===== src/rtl/act_pkg.sv =====
// Shared activation-path definitions: default sample geometry and the
// signed sample type used by the interpolator, the LUT and the layer.
package act_pkg;

    localparam int ACT_DATA_W = 8;
    localparam int ACT_ADDR_W = 4;
    localparam int ACT_FRAC_W = ACT_DATA_W - ACT_ADDR_W;

    typedef logic signed [ACT_DATA_W-1:0] act_sample_t;

endpackage


===== src/rtl/interp_mult_add.sv =====
// Combinational linear interpolation between two adjacent LUT entries.
// Ports: base_i/next_i (signed entries), frac_i (unsigned fraction),
//        result_o = base + ((next - base) * frac) >>> FRAC_W.
module interp_mult_add #(
    parameter int DATA_W = 8,
    parameter int FRAC_W = 4
) (
    input  logic signed [DATA_W-1:0] base_i,
    input  logic signed [DATA_W-1:0] next_i,
    input  logic        [FRAC_W-1:0] frac_i,
    output logic signed [DATA_W-1:0] result_o
);

    localparam int PW = DATA_W + FRAC_W + 2;

    logic signed [DATA_W:0] diff;
    logic signed [PW-1:0]   diff_w;
    logic signed [PW-1:0]   frac_w;
    logic signed [PW-1:0]   prod;
    logic signed [PW-1:0]   shr;
    logic signed [PW-1:0]   sum;
    logic                   unused_hi;

    always_comb begin
        diff   = {next_i[DATA_W-1], next_i} - {base_i[DATA_W-1], base_i};
        diff_w = {{(PW-DATA_W-1){diff[DATA_W]}}, diff};
        // Fraction is unsigned: zero-extend so the product keeps diff's sign.
        frac_w = {{(PW-FRAC_W){1'b0}}, frac_i};
        prod   = diff_w * frac_w;
        // Arithmetic shift floors toward negative infinity.
        shr    = prod >>> FRAC_W;
        sum    = shr + {{(PW-DATA_W){base_i[DATA_W-1]}}, base_i};
        // The result always lies between base and next, so it fits DATA_W.
        result_o = sum[DATA_W-1:0];
    end

    assign unused_hi = ^sum[PW-1:DATA_W];

endmodule


===== src/rtl/act_lut_interp.sv =====
// Three-stage LUT interpolating activation: S1 din, S2 LUT pair + frac,
// S3 dout. Ports: din valid/ready in, lut_address/lut_base/lut_next to the
// external LUT, dout valid/ready out. Single global advance stalls all.
module act_lut_interp
    import act_pkg::*;
#(
    parameter int DATA_W = ACT_DATA_W,
    parameter int ADDR_W = ACT_ADDR_W,
    parameter int FRAC_W = DATA_W - ADDR_W
) (
    input  logic                     clk,
    input  logic                     rst,
    input  logic                     din_valid,
    output logic                     din_ready,
    input  logic signed [DATA_W-1:0] din,
    output logic        [ADDR_W-1:0] lut_address,
    input  logic signed [DATA_W-1:0] lut_base,
    input  logic signed [DATA_W-1:0] lut_next,
    output logic                     dout_valid,
    input  logic                     dout_ready,
    output logic signed [DATA_W-1:0] dout
);

    logic                     advance;

    logic                     s1_valid_q, s1_valid_d;
    logic signed [DATA_W-1:0] s1_din_q, s1_din_d;

    logic                     s2_valid_q, s2_valid_d;
    logic signed [DATA_W-1:0] s2_base_q, s2_base_d;
    logic signed [DATA_W-1:0] s2_next_q, s2_next_d;
    logic        [FRAC_W-1:0] s2_frac_q, s2_frac_d;

    logic                     s3_valid_q, s3_valid_d;
    logic signed [DATA_W-1:0] dout_q, dout_d;

    logic signed [DATA_W-1:0] interp_res;

    interp_mult_add #(
        .DATA_W (DATA_W),
        .FRAC_W (FRAC_W)
    ) u_interp (
        .base_i   (s2_base_q),
        .next_i   (s2_next_q),
        .frac_i   (s2_frac_q),
        .result_o (interp_res)
    );

    assign advance     = !s3_valid_q || dout_ready;
    assign din_ready   = advance && !rst;
    assign lut_address = s1_din_q[DATA_W-1:FRAC_W];
    assign dout_valid  = s3_valid_q;
    assign dout        = dout_q;

    always_comb begin
        s1_valid_d = s1_valid_q;
        s1_din_d   = s1_din_q;
        s2_valid_d = s2_valid_q;
        s2_base_d  = s2_base_q;
        s2_next_d  = s2_next_q;
        s2_frac_d  = s2_frac_q;
        s3_valid_d = s3_valid_q;
        dout_d     = dout_q;
        if (advance) begin
            // Valids always shift; data only moves behind a valid bit,
            // so bubbles leave the data registers untouched.
            s1_valid_d = din_valid;
            if (din_valid) begin
                s1_din_d = din;
            end
            s2_valid_d = s1_valid_q;
            if (s1_valid_q) begin
                s2_base_d = lut_base;
                s2_next_d = lut_next;
                s2_frac_d = s1_din_q[FRAC_W-1:0];
            end
            s3_valid_d = s2_valid_q;
            if (s2_valid_q) begin
                dout_d = interp_res;
            end
        end
    end

    always_ff @(posedge clk) begin
        if (rst) begin
            s1_valid_q <= 1'b0;
            s1_din_q   <= '0;
            s2_valid_q <= 1'b0;
            s2_base_q  <= '0;
            s2_next_q  <= '0;
            s2_frac_q  <= '0;
            s3_valid_q <= 1'b0;
            dout_q     <= '0;
        end else begin
            s1_valid_q <= s1_valid_d;
            s1_din_q   <= s1_din_d;
            s2_valid_q <= s2_valid_d;
            s2_base_q  <= s2_base_d;
            s2_next_q  <= s2_next_d;
            s2_frac_q  <= s2_frac_d;
            s3_valid_q <= s3_valid_d;
            dout_q     <= dout_d;
        end
    end

endmodule


===== config.mk =====
export PLATFORM = sky130hd
export DESIGN_NAME = act_lut_interp
export DESIGN_NICKNAME = d
export VERILOG_FILES = /design/src/rtl/act_pkg.sv /design/src/rtl/interp_mult_add.sv /design/src/rtl/act_lut_interp.sv
export SDC_FILE = /design/constraint.sdc
export NUM_CORES = 1
export LEC_CHECK = 0
export CAP_MARGIN = 0
export CORE_ASPECT_RATIO = 0.8
export CORE_MARGIN = 3
export CORE_UTILIZATION = 51
export CTS_CLUSTER_DIAMETER = 50
export DETAILED_ROUTE_END_ITERATION = 10
export PLACE_DENSITY_LB_ADDON = 0.1
export SETUP_SLACK_MARGIN = 0.4
export SYNTH_ARGS = -nofsm -noshare
export SYNTH_HDL_FRONTEND = slang
export SYNTH_SLANG_ARGS = --single-unit
export TNS_END_PERCENT = 100

===== constraint.sdc =====
create_clock -name clk -period 5.4 [get_ports clk]
set_clock_uncertainty 0.15 [all_clocks]
set_input_delay 0.81 -clock clk [delete_from_list [all_inputs] [get_ports clk]]
set_output_delay 0.81 -clock clk [all_outputs]
set_load 0.03 [all_outputs]

## Yosys cells after proc, flatten, opt, wreduce, memory -nomap -nowiden

Cells that the tools add are included.

| word-level totals | value |
|---|---|
| bits in registers | 39 |
| output and inout port bits | 14 |
| word-level logic and storage cells | 18 |

| operators by class | value |
|---|---|
| add/subtract/negate cells | 2 |
| $mul | 1 |
| reduce and logical (&&, ||, !) cells | 7 |

Operators by type and width:

| operator | number |
|---|---|
| $mul 9x5->12 | 1 |
| $sub 8x8->9 | 1 |
| $add 8x8->8 | 1 |
| $reduce_and 2->1 | 3 |
| $logic_not 1->1 | 2 |
| $logic_and 1x1->1 | 1 |
| $logic_or 1x1->1 | 1 |

## Longest topological paths before layout

Gate-level depths: netlist of the first run.

| depth | value |
|---|---|
| word-level depth | 3 |
| depth in mapped cells | 28 |
| depth with buffers taken out | 28 |

## By module

A second synthesis of the first run with hierarchy kept.

| second synthesis, totals | value |
|---|---|
| cells, all modules | 408 |
| area total of the unflattened synthesis | 3359.5 um^2 |

Modules (own cells, without submodules):

| module | instances | cells each | area each (um^2) |
|---|---|---|---|
| interp_mult_add | 1 | 225 | 1818.0 |
| act_lut_interp | 1 | 183 | 1541.5 |

## Worst setup path before layout of the first run

No wires, ideal clock.

| timing | value |
|---|---|
| kind | flip-flop to flip-flop |
| from | register s2_next_q[0] |
| to | register dout_q[7] (netlist: dout[7]) |
| data arrival time | 5.267 ns |
| required time | 5.164 ns |
| slack | -0.102 ns |
| stages on the path, launching flop included | 26 |
| period minus slack after synthesis | 5.502 ns |
| cell sequence | dfxtp_1 -> inv_1 -> ha_1 -> fa_1 -> nor2b_1 -> o31a_1 -> a21oi_1 -> and2_1 -> ha_1 -> fa_1 -> inv_1 -> fa_1 -> inv_1 -> ha_1 -> a2111o_1 -> a31o_2 -> a31oi_4 -> nor2b_2 -> o21a_1 -> nor2_2 -> xnor2_1 -> ha_1 -> o41ai_1 -> xor2_1 -> xnor2_1 -> a211oi_1 |

| between the ends | value |
|---|---|
| longest elaborated chain between the ends | 3 |

RTL lines:

| what | RTL line | text |
|---|---|---|
| start: declaration | act_lut_interp.sv:31 | `logic signed [DATA_W-1:0] s2_next_q, s2_next_d;` |
| start signal: assignment | act_lut_interp.sv:99 | `s2_next_q <= s2_next_d;` |
| $sub 8x8->9 | interp_mult_add.sv:25 | `diff = {next_i[DATA_W-1], next_i} - {base_i[DATA_W-1], base_i};` |
| $mul 9x5->12 | interp_mult_add.sv:29 | `prod = diff_w * frac_w;` |
| $add 8x8->8 | interp_mult_add.sv:32 | `sum = shr + {{(PW-DATA_W){base_i[DATA_W-1]}}, base_i};` |
| end signal: assignment | act_lut_interp.sv:102 | `dout_q <= dout_d;` |
| end: declaration | act_lut_interp.sv:35 | `logic signed [DATA_W-1:0] dout_q, dout_d;` |

Every way passes these cells.
A chain may end at the register's enable or synchronous reset.

## Worst setup path after layout of the first run

| timing | value |
|---|---|
| from | register s2_base_q[1] |
| to | register dout_q[7] (netlist: dout[7]) |

| between the ends | value |
|---|---|
| longest elaborated chain between the ends | 3 |

RTL lines:

| what | RTL line | text |
|---|---|---|
| start: declaration | act_lut_interp.sv:30 | `logic signed [DATA_W-1:0] s2_base_q, s2_base_d;` |
| start signal: assignment | act_lut_interp.sv:98 | `s2_base_q <= s2_base_d;` |
| $sub 8x8->9 | interp_mult_add.sv:25 |  |
| $mul 9x5->12 | interp_mult_add.sv:29 |  |
| $add 8x8->8 * | interp_mult_add.sv:32 |  |

Mark *: on every way between the ends. The rest lies on a longest branch, timed or not.

==> out/results.txt, run 1 <==
outcome = finished, violations left
violated checks = setup timing
Fin. Hold Viols = 0
htree depth = 2
P per Cell Area = 183.9 nW/um2
pin count of the biggest net entering global routing = 41
initial antenna violation count = 0
Top delay family on crit path = adder cells
Yosys cell types = 39
CP Max Fanout = 3
final worst slack = -0.02784 ns
Post-Syn Area per Cell = 8.040 um2
diode count = 0
CP Class = register to register
register area share after synthesis = 24.90%
synth warn = 0
Clock Tree Buf Depth = 2
ys flop type = dfxtp_1
GRT Residual Overflow = 0
first-pass GRT wire length = 11.67 mm
IO Pins = 42
die span in y = 76.13 um
DR DRC count = 0
Async SR Flop Fraction = 0%
GP Congestion = 0.8469
area growth from synthesis to layout = 27.57%
Clk Tree Root Cell = clkbuf_8
vias in the first global route = 2558
core box area = 5705 um2
Routed Antenna Nets = 0
Worst-path clk slew = 0.08 ns
Slew HR = 50.35%
All-Layer GR Usage = 19.83%
I/O Buffers = 41
DR WL/cell = 13.37 um
Critical Path AT = 5.49 ns
Die Footprint = 7131 um2
syn_nets = 469
synth cell count leaders = nand2_1 (74), a21oi_1 (46), inv_1 (41)
Vias/cell = 5.052
Achievable Freq = 184.2 MHz
Slew Viols, Final = 0
CTS sink cnt = 39
worst min-delay path class = register to register
cts bufs inserted = 5
max cap viols = 0
Worst setup EP type = register
drt pass-1 iters = 4
detailed-route wire length = 6.964 mm
footprint of the multi-input gates = 2283 um2
fraction of layout cells with a size suffix above 1 = 15.80%
RSZ-0062 raised after global routing = yes
Worst path slowest cell = fa_1
Rows = 24
flops & latches, synth = 39
final period utilization = 100.5%
CP bufs+invs = 3
Net count, final = 522
P_leak = 1.740 nW
Synth top area share = 24.90%
CTS tree = built
dpl hpwl = 5.420 mm
count leader, synth = nand2_1
Tot Pwr = 0.7355 mW
actual slew at the worst max-slew pin = 0.7429 ns
final setup fails = 1
Chip Width = 93.67 um
clock period minus worst slack = 5.428 ns
Post-Syn Area = 3136 um2
Critical Path RT = 5.47 ns
later-pin clock latency in the skew report = 0.29 ns
Worst VDD drop = 0.1107 mV
worst hold margin = 0.3034 ns
Vias = 2632
Starting Density = 54.96%
# fillers = 461
Syn Inst Count = 390
Register Area = 787.0 um2
Synth area leader = dfxtp_1
synth top area cells = dfxtp_1 (25%), ha_1 (14%), fa_1 (11%)
delay of the slowest critical-path stage = 0.53 ns
Critical Path Source Type = register
Post-synth EDFFs = 0
initial detailed-routing violation count = 56
[worst paths after layout]
check	cells after the start	slack, ns	to	start
worst max-delay path	26	-0.03	dout[7]	s2_base_q[1]
worst min-delay path	2	0.30	s1_din_q[7]	s1_din_q[7]
worst max register to register	26	-0.03	dout[7]	s2_base_q[1]
worst min register to register	2	0.30	s1_din_q[7]	s1_din_q[7]
[cell families after synthesis]
group	synth area share, %
AOI/OAI and AO/OA	13.81
buffers and inverters	7.861
xor gates and xnor gates	6.704
muxes	1.317
and+or+nand+nor	20.99
DFF	24.90
adders and majority gates	24.42
[registers in the layout (all words and copies together), names as in the netlist]
signal	cells
s1_din_q	8
s2_valid_q	1
s2_base_q	8
dout_valid	1
s2_frac_q	4
s2_next_q	8
s1_valid_q	1
dout	8
[tightest hold or removal path: stages, from the launching register on]
cell	delay (ns)
dfxtp_1	0.31
nand2_1	0.05
a21oi_1	0.05
[layout make-up]
class                      instances  share of cell area [%]
clock buffer                       6                   1.814
inverter                          41                   3.847
tap                               78                   2.440
clock inverter                     1                  0.1877
multi-input combinational        290                   57.08
timing repair buffer              66                   14.95
sequential                        39                   19.67
[metrics by stage]
| step | setup slack [ns] | instance area, um2 | utilization [%] | setup TNS [ns] | instances |
|---|---|---|---|---|---|
| 3_5_place_dp | -0.1298 | 3702 | 64.89 | -0.1298 | 501 |
| 2_1_floorplan | 0.1993 | 3197 | - | 0 | 390 |
| 6_report | -0.02784 | 4000 | 70.11 | -0.02784 | 521 |
| 4_1_cts | -0.04562 | 3891 | 68.20 | -0.04562 | 517 |
| 5_1_grt | -0.3191 | 4000 | 70.11 | -0.5130 | 521 |
| 3_3_place_gp | -0.03372 | 3702 | 64.89 | -0.03372 | 501 |
[report_power, final]
part,switching [mW],internal [mW]
sequential,0.0103,0.300
combinational,0.115,0.121
clock,0.101,0.0886
total,0.226,0.509
[cells in the final DEF (no fill, tap or decap), types with 4 or more instances in the layout]
cell             count
nand2_1             74
a21oi_1             41
clkdlybuf4s50_1     41
inv_1               39
dfxtp_1             36
buf_4               25
ha_1                23
and2_1              19
xnor2_1             17
fa_1                16
nand3_1             12
nor2_1              11
ha_4                 7
nor2b_1              6
a21oi_2              5
nand2b_1             5
clkbuf_8             5
o21a_1               4
o21bai_1             4
xor2_1               4
ha_2                 4
[layer usage]
layer | GRT usage (%) | wire (um) | up-vias | part of all wire (%)
met1 | 27.66 | 3323 | 1215 | 48
met3 | 3.455 | 270 | 6 | 3.9
met4 | 3.030 | 41 | 0 | 0.59
met2 | 32.76 | 3328 | 49 | 48
met5 | 0 | 0 | - | 0
li1 | - | - | 1362 | -
[timing repair]
action,CTS,global route
hold buffers,0,0
setup buffers,9,4
setup endpoints to repair,3,5
pin swaps,21,25
gates resized for setup,9,12
hold endpoints to repair,0,0
No activity file was read; power rests on OpenSTA's default activity.
==> run 2, diff against run 1 <==
Settings changed: GPL_ROUTABILITY_DRIVEN from default to 0.
==> results of run 2 <==
The final DEF is identical to that of run 1; final timing and power are the same.
